## src/rtl/march_pkg.sv

```systemverilog
// Shared widths and FSM state encodings for the invader formation march controller.
package march_pkg;
    localparam int COORD_W  = 11;
    localparam int CALC_W   = 12;
    localparam int PERIOD_W = 8;

    typedef logic [1:0] state_t;

    localparam state_t ST_WAIT   = 2'd0;
    localparam state_t ST_MOVE   = 2'd1;
    localparam state_t ST_DROP   = 2'd2;
    localparam state_t ST_LANDED = 2'd3;
endpackage

```

## src/rtl/frame_divider.sv

```systemverilog
// Counts qualified frame strobes and fires a combinational tick on the last frame of a period.
module frame_divider
    import march_pkg::*;
(
    input  logic                clk,
    input  logic                resetN,
    input  logic                strobe,
    input  logic                enable,
    input  logic                clear,
    input  logic [PERIOD_W-1:0] period,
    output logic                tick
);
    logic [PERIOD_W-1:0] cnt;
    logic                last;

    // >= rather than == so a period that shrinks below the count cannot stall the march
    assign last = (cnt >= period - PERIOD_W'(1));
    assign tick = strobe && enable && last;

    always_ff @(posedge clk or negedge resetN) begin
        if (!resetN) begin
            cnt <= '0;
        end else if (clear) begin
            cnt <= '0;
        end else if (strobe && enable) begin
            cnt <= last ? '0 : cnt + PERIOD_W'(1);
        end
    end
endmodule

```

## src/rtl/formation_march_ctrl.sv

```systemverilog
// Invader formation sequencer: steps X every N frames, drops and reverses at the bounds, flags landing.
// Optional SPEEDUP_EN shortens the step period by one frame on every drop, floored at MIN_FRAMES.
module formation_march_ctrl
    import march_pkg::*;
#(
    parameter int START_X         = 32,
    parameter int START_Y         = 48,
    parameter int FORM_WIDTH      = 400,
    parameter int FORM_HEIGHT     = 160,
    parameter int LEFT_BOUND      = 0,
    parameter int RIGHT_BOUND     = 639,
    parameter int BOTTOM_LIMIT    = 440,
    parameter int STEP_X          = 4,
    parameter int DROP_Y          = 16,
    parameter int FRAMES_PER_STEP = 30,
    parameter int MIN_FRAMES      = 4
) (
    input  logic               clk,
    input  logic               resetN,
    input  logic               startOfFrame,
    input  logic               enable,
    input  logic               restart,
    output logic [COORD_W-1:0] topLeftX,
    output logic [COORD_W-1:0] topLeftY,
    output logic               stepPulse,
    output logic               moveRight,
    output logic               reachedBottom
);
`ifdef SPEEDUP_EN
    localparam bit SPEEDUP = 1'b1;
`else
    localparam bit SPEEDUP = 1'b0;
`endif

    localparam logic signed [CALC_W-1:0] STEP_S    = CALC_W'(STEP_X);
    localparam logic signed [CALC_W-1:0] LEFT_LIM  = CALC_W'(LEFT_BOUND);
    localparam logic signed [CALC_W-1:0] RIGHT_LIM = CALC_W'(RIGHT_BOUND - FORM_WIDTH + 1);
    localparam logic [PERIOD_W-1:0]      PERIOD0   = PERIOD_W'(FRAMES_PER_STEP);
    localparam logic [PERIOD_W-1:0]      PERIOD_MIN = PERIOD_W'(MIN_FRAMES);

    state_t                    state;
    logic [PERIOD_W-1:0]       period;
    logic                      tick;
    logic signed [CALC_W-1:0]  x_s;
    logic signed [CALC_W-1:0]  nx;
    logic                      blocked;
    logic                      landing;

    frame_divider u_div (
        .clk    (clk),
        .resetN (resetN),
        .strobe (startOfFrame),
        .enable (enable && (state == ST_WAIT)),
        .clear  (restart || (state == ST_DROP)),
        .period (period),
        .tick   (tick)
    );

    // Candidate X in a wider signed space so a step past 0 shows up as negative, not a wrap
    assign x_s     = signed'({1'b0, topLeftX});
    assign nx      = moveRight ? (x_s + STEP_S) : (x_s - STEP_S);
    assign blocked = moveRight ? (nx > RIGHT_LIM) : (nx < LEFT_LIM);
    assign landing = ({1'b0, topLeftY} + CALC_W'(DROP_Y) + CALC_W'(FORM_HEIGHT)) >= CALC_W'(BOTTOM_LIMIT);

    always_ff @(posedge clk or negedge resetN) begin
        if (!resetN) begin
            state         <= ST_WAIT;
            topLeftX      <= COORD_W'(START_X);
            topLeftY      <= COORD_W'(START_Y);
            moveRight     <= 1'b1;
            stepPulse     <= 1'b0;
            reachedBottom <= 1'b0;
        end else if (restart) begin
            state         <= ST_WAIT;
            topLeftX      <= COORD_W'(START_X);
            topLeftY      <= COORD_W'(START_Y);
            moveRight     <= 1'b1;
            stepPulse     <= 1'b0;
            reachedBottom <= 1'b0;
        end else begin
            stepPulse <= 1'b0;
            case (state)
                ST_WAIT: if (tick) state <= ST_MOVE;
                ST_MOVE: begin
                    if (blocked) begin
                        state <= ST_DROP;
                    end else begin
                        topLeftX  <= nx[COORD_W-1:0];
                        stepPulse <= 1'b1;
                        state     <= ST_WAIT;
                    end
                end
                ST_DROP: begin
                    topLeftY  <= topLeftY + COORD_W'(DROP_Y);
                    moveRight <= ~moveRight;
                    stepPulse <= 1'b1;
                    if (landing) begin
                        state         <= ST_LANDED;
                        reachedBottom <= 1'b1;
                    end else begin
                        state <= ST_WAIT;
                    end
                end
                ST_LANDED: state <= ST_LANDED;
                default:   state <= ST_WAIT;
            endcase
        end
    end

    // Period stays at its reset value unless speed-up is built in
    always_ff @(posedge clk or negedge resetN) begin
        if (!resetN) begin
            period <= PERIOD0;
        end else if (restart) begin
            period <= PERIOD0;
        end else if (SPEEDUP && (state == ST_DROP)) begin
            period <= (period > PERIOD_MIN) ? period - PERIOD_W'(1) : PERIOD_MIN;
        end
    end
endmodule
```

## config.mk

```make
export PLATFORM = sky130hd
export DESIGN_NAME = formation_march_ctrl
export DESIGN_NICKNAME = d
export VERILOG_FILES = /design/src/rtl/march_pkg.sv /design/src/rtl/frame_divider.sv /design/src/rtl/formation_march_ctrl.sv
export SDC_FILE = /design/constraint.sdc
export NUM_CORES = 1
export LEC_CHECK = 0
export CAP_MARGIN = 20
export CORE_UTILIZATION = 55
export CTS_CLUSTER_DIAMETER = 120
export DETAILED_ROUTE_END_ITERATION = 8
export PLACE_DENSITY_LB_ADDON = 0.05
export SYNTH_ARGS = -nofsm -noshare
export SYNTH_HDL_FRONTEND = slang
export SYNTH_SLANG_ARGS = --single-unit
```

## constraint.sdc

```tcl
create_clock -name clk -period 3.29 [get_ports clk]
set_input_delay 0.4935 -clock clk [delete_from_list [all_inputs] [get_ports clk]]
set_output_delay 0.4935 -clock clk [all_outputs]
set_load 0.01 [all_outputs]
```

==> flow_summary.json <==
{
  "grt_pass1_wl_um": 7493,
  "powerDensity_nw_per_um2": 412.9,
  "synth_area_sq_um": 2112,
  "die-area_sq_um": 4092,
  "grt_overflow_total": 0,
  "synth_cell_types": 58,
  "yosysSeqAreaShare": 0.3460,
  "cts.clk_slew.worst_paths_ns": 0.06,
  "worstMarginPinSlew_ns": 0.6160,
  "htree_levels": 2,
  "port_buffers": 23,
  "drt_iter0_drc": 115,
  "antenna_found_initial": 0,
  "rows": 22,
  "synth.avg_cell_area_sq_um": 8.987,
  "io-pin-count": 30,
  "rsz0062_at_grt": "false",
  "p_leak_nw": 1.130,
  "grt_use_total": 0.2387,
  "synthTopCellsByArea": "dfrtp_1 30%, ha_1 12%, dfstp_2 5.0%, a21oi_1 3.6%, inv_1 3.4%",
  "finClkSkew_ns": 0.005014,
  "final_nets": 288,
  "slew_viol_final": 0,
  "cts_tree": "built",
  "grt_max_degree": 30,
  "fin_crit_sh": 0.9461,
  "routed_via_density": 5.643,
  "critPathCaptureType": "flip-flop",
  "post-cts-setup-buffers": 0,
  "setup_tns_ns": 0,
  "layout_min_cycle_time_ns": 3.113,
  "yosysTopAreaCell": "dfrtp_1",
  "area_growth_pct": 17.89,
  "vias": 1755,
  "setup_viol": 0,
  "post_drt_wl_per_cell_um": 14.16,
  "crit_required_ns": 3.45,
  "die_h_um": 63.97,
  "postSynth.asyncResetShare": 1.000,
  "antenna_left": 0,
  "cts-root-buf": "clkbuf_8",
  "final_layout_size_suffix_gt1_frac": 0.1103,
  "reg2reg_slack_ns": 0.18,
  "clock_sinks": 29,
  "ys_ff_latch": 29,
  "clockBufferDepth": 2,
  "routed_wl_um": 4405,
  "synth-edff-count": 0,
  "max_cap_violations": 0,
  "drt-pass1-iter-count": 4,
  "hold_viol_final": 0,
  "synth_most_common_cell": "dfrtp_1",
  "holdBufCountCts": 0,
  "yosysTopAreaCellShare": 0.2962,
  "dpl.hpwl_um": 3314,
  "outcome": "finished clean",
  "syn_inst": 235,
  "yosys_warnings": 0,
  "gp_congestion": 0.8594,
  "drc": 0,
  "core_sq_um": 3661,
  "die_w_um": 63.97,
  "start_util": 0.5769,
  "fmax_mhz": 321.3,
  "worst_hold_path_type": "flip-flop to flip-flop",
  "instances_no_fill": 311,
  "clk_latency_ns": 0.28,
  "crit_type": "flip-flop to flip-flop",
  "ir_worst_vdd_v": 0.0003522,
  "startpoint_type": "flip-flop",
  "synth_flop_cell": "dfrtp_1",
  "slew_headroom": 0.5861,
  "grt_pass1_vias": 1635,
  "cp_max_fo": 8,
  "n_antenna_cell": 0,
  "arrival_ns": 3.28,
  "cts-buffers-inserted": 5,
  "power_w": 0.001028,
  "yosys-top-cells-count": "25 x dfrtp_1, 20 x ha_1, 19 x inv_1, 17 x nor2_1, 15 x a21oi_1",
  "dp.cells": 303
}
## state kept, by name, summed over array words and instances, names as in the netlist
signal and count:
topLeftX 9, u_div.cnt 8, topLeftY 7, state 2
moveRight 1, reachedBottom 1, stepPulse 1
## kinds of logic after synthesis
logic type / after synthesis / synth area share
compound gates: 65 / 0.2115
xor+xnor: 8 / 0.03317
fa+ha+maj: 21 / 0.1280
buf+inv: 31 / 0.06576
flops: 29 / 0.3460
mux: 4 / 0.01955
other cells: 1 / 0.001776
simple gates: 76 / 0.1943
## routing by layer
| layer | GRT usage | vias up | wire length [um] |
|---|---|---|---|
| li1 | - | 884 | - |
| met1 | 0.3383 | 834 | 2188 |
| met2 | 0.3590 | 31 | 2005 |
| met3 | 0.04821 | 6 | 163 |
| met4 | 0.08523 | 0 | 47 |
| met5 | 0 | - | 0 |
## through the flow
stage          setup WS [ns]  utilization  instance area [sq um]  hold slack [ns]
3_3_place_gp          0.3485       0.6511                   2384           0.4736
4_1_cts               0.2304       0.6787                   2485           0.4862
6_report              0.1774       0.6801                   2490           0.4841
3_5_place_dp          0.2486       0.6511                   2384           0.4780
2_1_floorplan         0.5037            -                   2131           0.1979
5_1_grt              0.02776       0.6801                   2490           0.5246
## placed cells by master (no fill, tap or decap), types with 5 or more instances in the layout
cell type	n
dfrtp_1	25
clkdlybuf4s50_1	23
ha_1	20
inv_1	19
nor2_1	17
a21oi_1	15
o21ai_0	13
nand2_1	13
nand3_1	8
nand2b_1	7
clkbuf_8	7
a21o_1	6
conb_1	6
nor3_1	5
## power by group
group	total [W]	switching [W]	internal (W)
combinational	0.000289	0.000162	0.000128
sequential	0.000416	0.0000305	0.000386
clock	0.000322	0.000134	0.000189
total	0.00103	0.000326	0.000702
## area by class of cell
type,instances,area [sq um]
Clock buffer,7,96.34
Clock inverter,1,5.005
Fill cell,307,1171
Inverter,19,71.32
Multi-Input combinational cell,180,1266
Sequential cell,29,730.7
Tap cell,48,60.06
Timing Repair Buffer,27,260.3
## critical path, cell delays in order (launching register included)
cell      delay [ns]
dfstp_2         0.58
inv_1           0.17
ha_1            0.39
o21ai_0         0.31
a21o_1          0.17
a32oi_1         0.11
xnor2_1         0.39
nand4b_2        0.30
nand2_2         0.21
mux2_2          0.36
## path summary, 6_finish.rpt
kind                                                from                  endpoint  depth (start not counted)
worst max-delay path               moveRight$_DFFE_PN1N_   topLeftX[9]$_DFFE_PN0P_                          9
worst min-delay path            u_div.cnt[4]$_DFFE_PN0P_  u_div.cnt[4]$_DFFE_PN0P_                          1
worst max register to register     moveRight$_DFFE_PN1N_   topLeftX[9]$_DFFE_PN0P_                          9
worst min register to register  u_div.cnt[4]$_DFFE_PN0P_  u_div.cnt[4]$_DFFE_PN0P_                          1
max in group asynchronous                         resetN     moveRight$_DFFE_PN1N_                          2
min in group asynchronous                         resetN  topLeftY[10]$_DFFE_PN0N_                          2
## what timing repair did
item | 4_1_cts | 5_1_grt
endpoints found under the hold margin | 0 | 0
endpoints found under the setup margin | 0 | 1
resized for setup | 0 | 1
Power figures use the tool's default switching activity.
